**src/rtl/data_sramlike_bridge_if.sv**
```systemverilog
// SRAM-like data bus between the MEM-stage bridge (master) and the memory side (slave).
interface data_sramlike_bridge_if;
  logic        data_req;
  logic        data_wr;
  logic [1:0]  data_size;
  logic [31:0] data_addr;
  logic [31:0] data_wdata;
  logic        data_addr_ok;
  logic        data_data_ok;
  logic [31:0] data_rdata;

  modport master (
    output data_req, data_wr, data_size, data_addr, data_wdata,
    input  data_addr_ok, data_data_ok, data_rdata
  );

  modport slave (
    input  data_req, data_wr, data_size, data_addr, data_wdata,
    output data_addr_ok, data_data_ok, data_rdata
  );
endinterface

```
**src/rtl/data_sramlike_bridge.sv**
```systemverilog
// MEM-stage to SRAM-like bus bridge: one outstanding access, pipeline stall, load extension.
// Optional access watchdog enabled by defining DSRAM_WATCHDOG_EN.
module data_sramlike_bridge (
  input  logic                          clk,
  input  logic                          rst,
  input  logic                          data_sram_enM,
  input  logic [3:0]                    memwriteM,
  input  logic [3:0]                    memReadWidthM,
  input  logic                          memLoadIsSignM,
  input  logic                          exceptM,
  input  logic [31:0]                   addrM,
  input  logic [31:0]                   wdataM,
  input  logic                          stall_other,
  data_sramlike_bridge_if.master        bus,
  output logic                          stall_req,
  output logic [31:0]                   rdataM,
  output logic                          wdog_err
);
  // state | meaning
  // IDLE  | no access in flight; request issued straight from MEM inputs
  // ADDR  | request held until the slave accepts the address
  // DATA  | address accepted, waiting for the data phase
  // DONE  | result presented; held while another stage stalls
  typedef enum logic [1:0] {IDLE, ADDR, DATA, DONE} state_t;

  state_t      state, stateNext;
  logic        discard, discardNext;
  logic [31:0] capWord;
  logic        idleReq, waiting, wdogFire, isWrite;
  logic [1:0]  sizeSel, loadSize;
  logic [31:0] shifted, loadExt;

  function automatic logic [1:0] maskSize(input logic [3:0] m);
    logic [2:0] ones;
    ones = {2'b00, m[0]} + {2'b00, m[1]} + {2'b00, m[2]} + {2'b00, m[3]};
    case (ones)
      3'd4:    return 2'd2;
      3'd2:    return 2'd1;
      default: return 2'd0;
    endcase
  endfunction

  assign idleReq = (state == IDLE) && data_sram_enM && !exceptM;
  assign waiting = (state == ADDR) || (state == DATA);

`ifdef DSRAM_WATCHDOG_EN
  logic [7:0] wdogCnt;
  logic       wdogErrQ;

  always_ff @(posedge clk) begin
    if (rst) begin
      wdogCnt  <= 8'd0;
      wdogErrQ <= 1'b0;
    end else begin
      wdogCnt <= waiting ? wdogCnt + 8'd1 : 8'd0;
      if (waiting && wdogCnt == 8'd254) wdogErrQ <= 1'b1;
    end
  end

  // error flag rises as the count lands on 255; the abort follows one cycle later
  assign wdogFire = waiting && (wdogCnt == 8'd255);
  assign wdog_err = wdogErrQ;
`else
  assign wdogFire = 1'b0;
  assign wdog_err = 1'b0;
`endif

  always_ff @(posedge clk) begin
    if (rst) begin
      state   <= IDLE;
      discard <= 1'b0;
      capWord <= 32'h0;
    end else begin
      state   <= stateNext;
      discard <= discardNext;
      if (state == DATA && bus.data_data_ok) capWord <= bus.data_rdata;
    end
  end

  always_comb begin
    stateNext   = state;
    discardNext = discard;
    case (state)
      IDLE: begin
        discardNext = 1'b0;
        if (idleReq) stateNext = bus.data_addr_ok ? DATA : ADDR;
      end
      ADDR:    if (bus.data_addr_ok) stateNext = DATA;
      DATA:    if (bus.data_data_ok) stateNext = DONE;
      DONE:    if (!stall_other) stateNext = IDLE;
      default: stateNext = IDLE;
    endcase
    // a flush seen mid-access lets the bus finish but drops the result
    if (waiting && exceptM) discardNext = 1'b1;
    if (wdogFire) begin
      stateNext   = DONE;
      discardNext = 1'b1;
    end
  end

  assign isWrite        = |memwriteM;
  assign sizeSel        = maskSize(isWrite ? memwriteM : memReadWidthM);
  assign loadSize       = maskSize(memReadWidthM);
  assign bus.data_req   = !rst && (idleReq || state == ADDR);
  assign stall_req      = !rst && (idleReq || waiting);
  assign bus.data_wr    = isWrite;
  assign bus.data_size  = sizeSel;
  assign bus.data_addr  = addrM;

  always_comb begin
    case (sizeSel)
      2'd0:    bus.data_wdata = {4{wdataM[7:0]}};
      2'd1:    bus.data_wdata = {2{wdataM[15:0]}};
      default: bus.data_wdata = wdataM;
    endcase
  end

  assign shifted = capWord >> {addrM[1:0], 3'b000};

  always_comb begin
    case (loadSize)
      2'd0:    loadExt = {{24{memLoadIsSignM & shifted[7]}}, shifted[7:0]};
      2'd1:    loadExt = {{16{memLoadIsSignM & shifted[15]}}, shifted[15:0]};
      default: loadExt = shifted;
    endcase
  end

  assign rdataM = (state == DONE && !discard && !exceptM && !isWrite) ? loadExt : 32'h0;
endmodule

```
**src/flat_wrapper.sv**
```systemverilog
// flat-port wrapper written by rule: the top's interface ports become plain ports
module data_sramlike_bridge_flat 
  (clk, rst, data_sram_enM, memwriteM, memReadWidthM, memLoadIsSignM, exceptM, addrM, wdataM, stall_other, stall_req, rdataM, wdog_err, bus_data_req, bus_data_wr, bus_data_size, bus_data_addr, bus_data_wdata, bus_data_addr_ok, bus_data_data_ok, bus_data_rdata);
  data_sramlike_bridge_if bus_i ();
  input  logic clk;
  input  logic rst;
  input  logic data_sram_enM;
  input  logic [3:0] memwriteM;
  input  logic [3:0] memReadWidthM;
  input  logic memLoadIsSignM;
  input  logic exceptM;
  input  logic [31:0] addrM;
  input  logic [31:0] wdataM;
  input  logic stall_other;
  output logic stall_req;
  output logic [31:0] rdataM;
  output logic wdog_err;
  output wire logic [$bits(bus_i.data_req)-1:0] bus_data_req;
  output wire logic [$bits(bus_i.data_wr)-1:0] bus_data_wr;
  output wire logic [$bits(bus_i.data_size)-1:0] bus_data_size;
  output wire logic [$bits(bus_i.data_addr)-1:0] bus_data_addr;
  output wire logic [$bits(bus_i.data_wdata)-1:0] bus_data_wdata;
  input wire logic [$bits(bus_i.data_addr_ok)-1:0] bus_data_addr_ok;
  input wire logic [$bits(bus_i.data_data_ok)-1:0] bus_data_data_ok;
  input wire logic [$bits(bus_i.data_rdata)-1:0] bus_data_rdata;
  assign bus_data_req = bus_i.data_req;
  assign bus_data_wr = bus_i.data_wr;
  assign bus_data_size = bus_i.data_size;
  assign bus_data_addr = bus_i.data_addr;
  assign bus_data_wdata = bus_i.data_wdata;
  assign bus_i.data_addr_ok = bus_data_addr_ok;
  assign bus_i.data_data_ok = bus_data_data_ok;
  assign bus_i.data_rdata = bus_data_rdata;
  data_sramlike_bridge u_core (.clk(clk), .rst(rst), .data_sram_enM(data_sram_enM), .memwriteM(memwriteM), .memReadWidthM(memReadWidthM), .memLoadIsSignM(memLoadIsSignM), .exceptM(exceptM), .addrM(addrM), .wdataM(wdataM), .stall_other(stall_other), .bus(bus_i), .stall_req(stall_req), .rdataM(rdataM), .wdog_err(wdog_err));
endmodule
```
**config.mk**
```make
export PLATFORM = sky130hd
export DESIGN_NAME = data_sramlike_bridge_flat
export DESIGN_NICKNAME = d
export VERILOG_FILES = /design/src/rtl/data_sramlike_bridge_if.sv /design/src/rtl/data_sramlike_bridge.sv /design/src/flat_wrapper.sv
export SDC_FILE = /design/constraint.sdc
export NUM_CORES = 1
export LEC_CHECK = 0
export ABC_AREA = 1
export CORE_MARGIN = 10
export CORE_UTILIZATION = 25
export DETAILED_ROUTE_END_ITERATION = 10
export PLACE_DENSITY = 0.58
export RECOVER_POWER = 25
export SLEW_MARGIN = 20
export SYNTH_ARGS = -nofsm -noshare
export SYNTH_HDL_FRONTEND = slang
export SYNTH_SLANG_ARGS = --single-unit
```
**constraint.sdc**
```tcl
create_clock -name clk -period 3.4 [get_ports clk]
set_clock_uncertainty 0.2 [all_clocks]
set_input_delay 0.34 -clock clk [delete_from_list [all_inputs] [get_ports clk]]
set_output_delay 0.34 -clock clk [all_outputs]
set_load 0.05 [all_outputs]
```
# After elaboration in Yosys (flattened, before gate mapping)
# Index checks and enable logic that the tools add are counted.
# word_totals
rom_bits	0
ramBits	0
memories	0
regBits	35
latchBits	0
# op_classes
mux	14
n_eq_ne	13
n_reduce_logical	22
bitwise	2
addsub	6
n_shift	1
n_div	0
order_cmp	0
mul	0
# ops
operator	n
case mux 32 bit (2 select lines)	2
two-way mux 32 bit	1
right shift 32 x 5 -> 32 bit	1
adder 3 x 1 -> 3 bit	4
two-way mux 2 bit	5
logical AND 1 bit	9
case mux 2 bit (2 select lines)	2
case mux 2 bit (4 select lines)	1
== test 2 x 1 -> 1 bit (second input constant)	3
== test 3 x 2 -> 1 bit (second input constant)	2
== test 3 bit (second input constant)	2
zero test 2 bit	3
!= test 2 bit (second input constant)	3
adder 1 x 1 -> 2 bit	2
== test 2 bit (second input constant)	2
zero test 1 bit	4
two-way mux 4 bit	1
AND reduction 4 bit	1
OR reduction 4 bit	1
logical OR 1 bit	3
AND 1 bit	2
two-way mux 1 bit	2
!= test 2 x 1 -> 1 bit (second input constant)	1
nonzero test 2 bit	1

# Longest topological paths before layout
# logic_depth
ltp_word	9
ltp_mapped	15
mapped_depth_nobuf	14

# Least setup slack after synthesis
# OpenSTA, ideal clock, no wires.
# synth_timing
path_kind	input port to output port
from	input port memwriteM[0]
to	output port bus_data_wdata[14]
path_stages	13
arrival_time_ps	3423
path_slack_ps	-563
required_time_ps	2860
cell_sequence	nor2_2 -> nand2_2 -> nor2_1 -> a21oi_1 -> ha_1 -> inv_1 -> fa_1 -> inv_1 -> ha_1 -> inv_1 -> nand3_1 -> clkbuf_1 -> o21ai_0
# synth_via
elab_chain_len	9
# synth_rtl
item	line_no	text
start, declared	flat_wrapper.sv:8	input logic [3:0] memwriteM;
OR reduction 4 bit (*)	data_sramlike_bridge.sv:101	assign isWrite = |memwriteM;
named net bus_data_wr	flat_wrapper.sv:19	output wire logic [$bits(bus_i.data_wr)-1:0] bus_data_wr;
two-way mux 4 bit (*)	data_sramlike_bridge.sv:102	assign sizeSel = maskSize(isWrite ? memwriteM : memReadWidthM);
adder 1 x 1 -> 2 bit	data_sramlike_bridge.sv:35	ones = {2'b00, m[0]} + {2'b00, m[1]} + {2'b00, m[2]} + {2'b00, m[3]};
adder 3 x 1 -> 3 bit	data_sramlike_bridge.sv:35	
adder 3 x 1 -> 3 bit (*)	data_sramlike_bridge.sv:35	
== test 3 x 2 -> 1 bit or == test 3 bit (tied branches)	data_sramlike_bridge.sv:36	case (ones)
case mux 2 bit (2 select lines) (*)	data_sramlike_bridge.sv:36	
== test 2 x 1 -> 1 bit or zero test 2 bit (tied branches)	data_sramlike_bridge.sv:111	case (sizeSel)
case mux 32 bit (2 select lines) (*)	data_sramlike_bridge.sv:111	
end, declared	flat_wrapper.sv:22	output wire logic [$bits(bus_i.data_wdata)-1:0] bus_data_wdata;
# The timed path passes the listed nets; every way through them passes the cells marked *.

# Final worst setup path
# layout_timing
from	input port memwriteM[1]
to	output port bus_data_wdata[21]
# layout_via
elab_chain_len	9
# layout_rtl
item	line_no
OR reduction 4 bit	data_sramlike_bridge.sv:101
two-way mux 4 bit (*)	data_sramlike_bridge.sv:102
adder 1 x 1 -> 2 bit	data_sramlike_bridge.sv:35
adder 3 x 1 -> 3 bit	data_sramlike_bridge.sv:35
adder 3 x 1 -> 3 bit (*)	data_sramlike_bridge.sv:35
== test 3 x 2 -> 1 bit or == test 3 bit (tied branches)	data_sramlike_bridge.sv:36
case mux 2 bit (2 select lines) (*)	data_sramlike_bridge.sv:36
== test 2 x 1 -> 1 bit or zero test 2 bit (tied branches)	data_sramlike_bridge.sv:111
case mux 32 bit (2 select lines) (*)	data_sramlike_bridge.sv:111
# Mark *: on every way between the ends. The rest lies on a longest branch, timed or not.

==> results.yml <==
power:
  report.power.total_mw: 2.314
  ir_drop_v: 0.0003646
  power_density_mw_per_mm2: 397.9
  leakage_nw: 2.731
yosys:
  ys_seq_elements: 35
  synth_area_per_cell_um2: 6.058
  syn-cell-area_mm2: 0.003289
  async_flop_share: 0
  yosys.cell_types.count: 29
  ys_warn_count: 0
  synth_flop_cell: "dfxtp_1"
  synth_edf_count: 0
  syn_inst: 543
  synth_nets: 666
  ys_seq_area_frac: 0.2130
sta:
  maxSlewViolCount: 0
  min_period_ns: 3.177
  fin_crit_sh: 0.9344
  hold_slack_ns: 0.2541
  slew_headroom: 0.4653
  hold_viol_final: 0
  rsz0062_at_grt: "no"
  fmax_mhz: 314.8
  tightest_slew_ns: 0.8012
  setup_tns_ns: 0
  setup_ws_ns: 0.2231
  setup_viol: 0
global_route:
  grt_max_degree: 46
  grt_pass1_wl_mm: 19.93
  grt_pass1_vias: 3765
  antenna_found_initial: 0
  grt_usage: 0.1341
  gr-total-overflow: 0
cells_and_area:
  register_area_um2: 700.7
  multi_input_area_mm2: 0.001984
  post-route-util: 0.4552
  layout_commonest_cell: "nand2_1"
  drive_above_1_share: 0.2638
  instances_no_fill: 843
  nFillCells: 1266
  finish.net_count: 793
  stdcell_area_mm2: 0.005814
  area_growth_pct: 76.76
  diodes: 0
  final_cell_mix: "nand2_1 (121), clkdlybuf4s50_1 (85), o21ai_0 (61)"
job:
  max-cap-violations: 0
critical_path:
  crit_path_cell_trace: "clkbuf_2 > nor2_2 > nand2_2 > nor2_1 > a21oi_1 > ha_1 > inv_2 > fa_2 > inv_2 > ha_4 > inv_2 > nand3_4 > buf_12 > clkinvlp_4 > clkbuf_16 > nand2_1 > nand2_2 > buf_12"
  worstSetupPathType: "input port to output pin"
  crit_path_frequent_cell: "inv_2"
  path_delay_family: "buffers and inverters"
  end_kind: "output pin"
  worst_path_largest_cell_delay_ns: 0.32
  cp-start-kind: "input port"
  cp_max_fo: 8
  cpMaxStageDelayCell: "fa_2"
  crit_buf_inv: 8
  required_ns: 2.86
  crit_arrival_ns: 2.64
routing:
  via_count: 3809
  firstDrtPassIters: 4
  via_per_inst: 4.518
  ant_nets: 0
  wirelength_mm: 12.88
  wl_per_cell_um: 15.28
  first_iter_violations: 283
  drc: 0
hold_path:
  hold_class: "register to register"
clock_tree:
  cts_buffers: 5
  cts_hold_buf: 0
  cts_num_sinks: 35
  cts_tree: "yes"
  clkLatencyLatePin_ns: 0.28
  htree_levels: 2
  cts.root.buffer_cell: "clkbuf_16"
  cts_buffer_depth: 2
  cts.clk_slew.worst_paths_ns: 0.06
placed_design:
  port_buffers: 152
  place_congestion: 0.8394
  dp_slack_ns: -0.3704
  dpl_cell_area_mm2: 0.005329
  dpl.cell_count: 821
  dp_hpwl_mm: 10.12
die:
  coreArea_mm2: 0.01277
  die-area_mm2: 0.01815
  die_h_um: 134.7
  io-pin-count: 214
  die_x_um: 134.7
  num_rows: 41
  start_util: 0.2575
outcome:
  outcome: "completed"
## tightest hold or removal path: cells and delay by family, from the launching register on
kind | cells | cell delay (ns)
buffers and inverters | 1 | 0.06
AOI/OAI and AO/OA | 1 | 0.05
DFF | 1 | 0.29
## registers in the layout, summed over array words and instances, names as in the netlist
name and flops:
u_core.discard 1, u_core.state 2, u_core.capWord 32
## logic make-up after synthesis
group,after synthesis,share of synthesized area
and+or+nand+nor,238,0.3332
buffers and inverters,145,0.2240
AOI/OAI and AO/OA,113,0.1822
DFF,35,0.2130
adders and majority gates,11,0.04641
other,1,0.001140
## power breakdown
| group | internal (mW) | total (mW) | switching, mW | leakage [nW] |
|---|---|---|---|---|
| clock network | 0.274 | 0.459 | 0.186 | 0.0700 |
| registers | 0.495 | 0.547 | 0.0522 | 0.285 |
| logic | 0.554 | 1.31 | 0.753 | 2.38 |
## path summary, 6_finish.rpt
path / start / endpoint / slack (ns) / cells past startpoint
max reg2reg: u_core.state[0] / u_core.capWord[18] / 1.33 / 6
min: u_core.capWord[7] / u_core.capWord[7] / 0.25 / 2
max: memwriteM[1] / bus_data_wdata[21] / 0.22 / 18
min reg2reg: u_core.capWord[7] / u_core.capWord[7] / 0.25 / 2
## layer usage
layer | track usage | vias up | routed length [um]
li1 | - | 1923 | -
met5 | 0 | - | 0
met1 | 0.1672 | 1714 | 5724
met4 | 0.03748 | 0 | 231
met2 | 0.2167 | 157 | 5897
met3 | 0.04154 | 15 | 1024
## cell type report
class                      count  area share
inverter                      77     0.05079
timing repair buffer         187      0.4246
multi-input combinational    364      0.3413
clock buffer                   5     0.02152
sequential                    35      0.1205
tap                          172     0.03701
clock inverter                 3    0.004304
## what timing repair did
| item | CTS | global route |
|---|---|---|
| resized for setup | 23 | 26 |
| pin swaps | 6 | 14 |
| setup endpoints to repair | 42 | 49 |
| cloned | 3 | 3 |
| setup buffers | 4 | 4 |
## cell usage after synthesis (2+ instances only)
cell type / number / area [um^2]
o21ai_0: 69 / 345.3
nor2_1: 50 / 187.7
clkbuf_1: 15 / 56.30
fa_1: 2 / 40.04
nor3_1: 8 / 40.04
dfxtp_1: 35 / 700.7
nand3_2: 4 / 40.04
ha_1: 9 / 112.6
nor2_2: 3 / 18.77
buf_2: 9 / 45.04
a21oi_1: 24 / 120.1
nand2_1: 135 / 506.7
o211ai_1: 8 / 60.06
buf_4: 42 / 315.3
nand3_1: 20 / 100.1
nor2_4: 2 / 22.52
inv_2: 14 / 52.55
inv_1: 62 / 232.7
nand2_4: 11 / 123.9
nand2_2: 3 / 18.77
a31oi_1: 9 / 56.30
o21ai_1: 2 / 10.01
(Power assumes the default switching activity.)
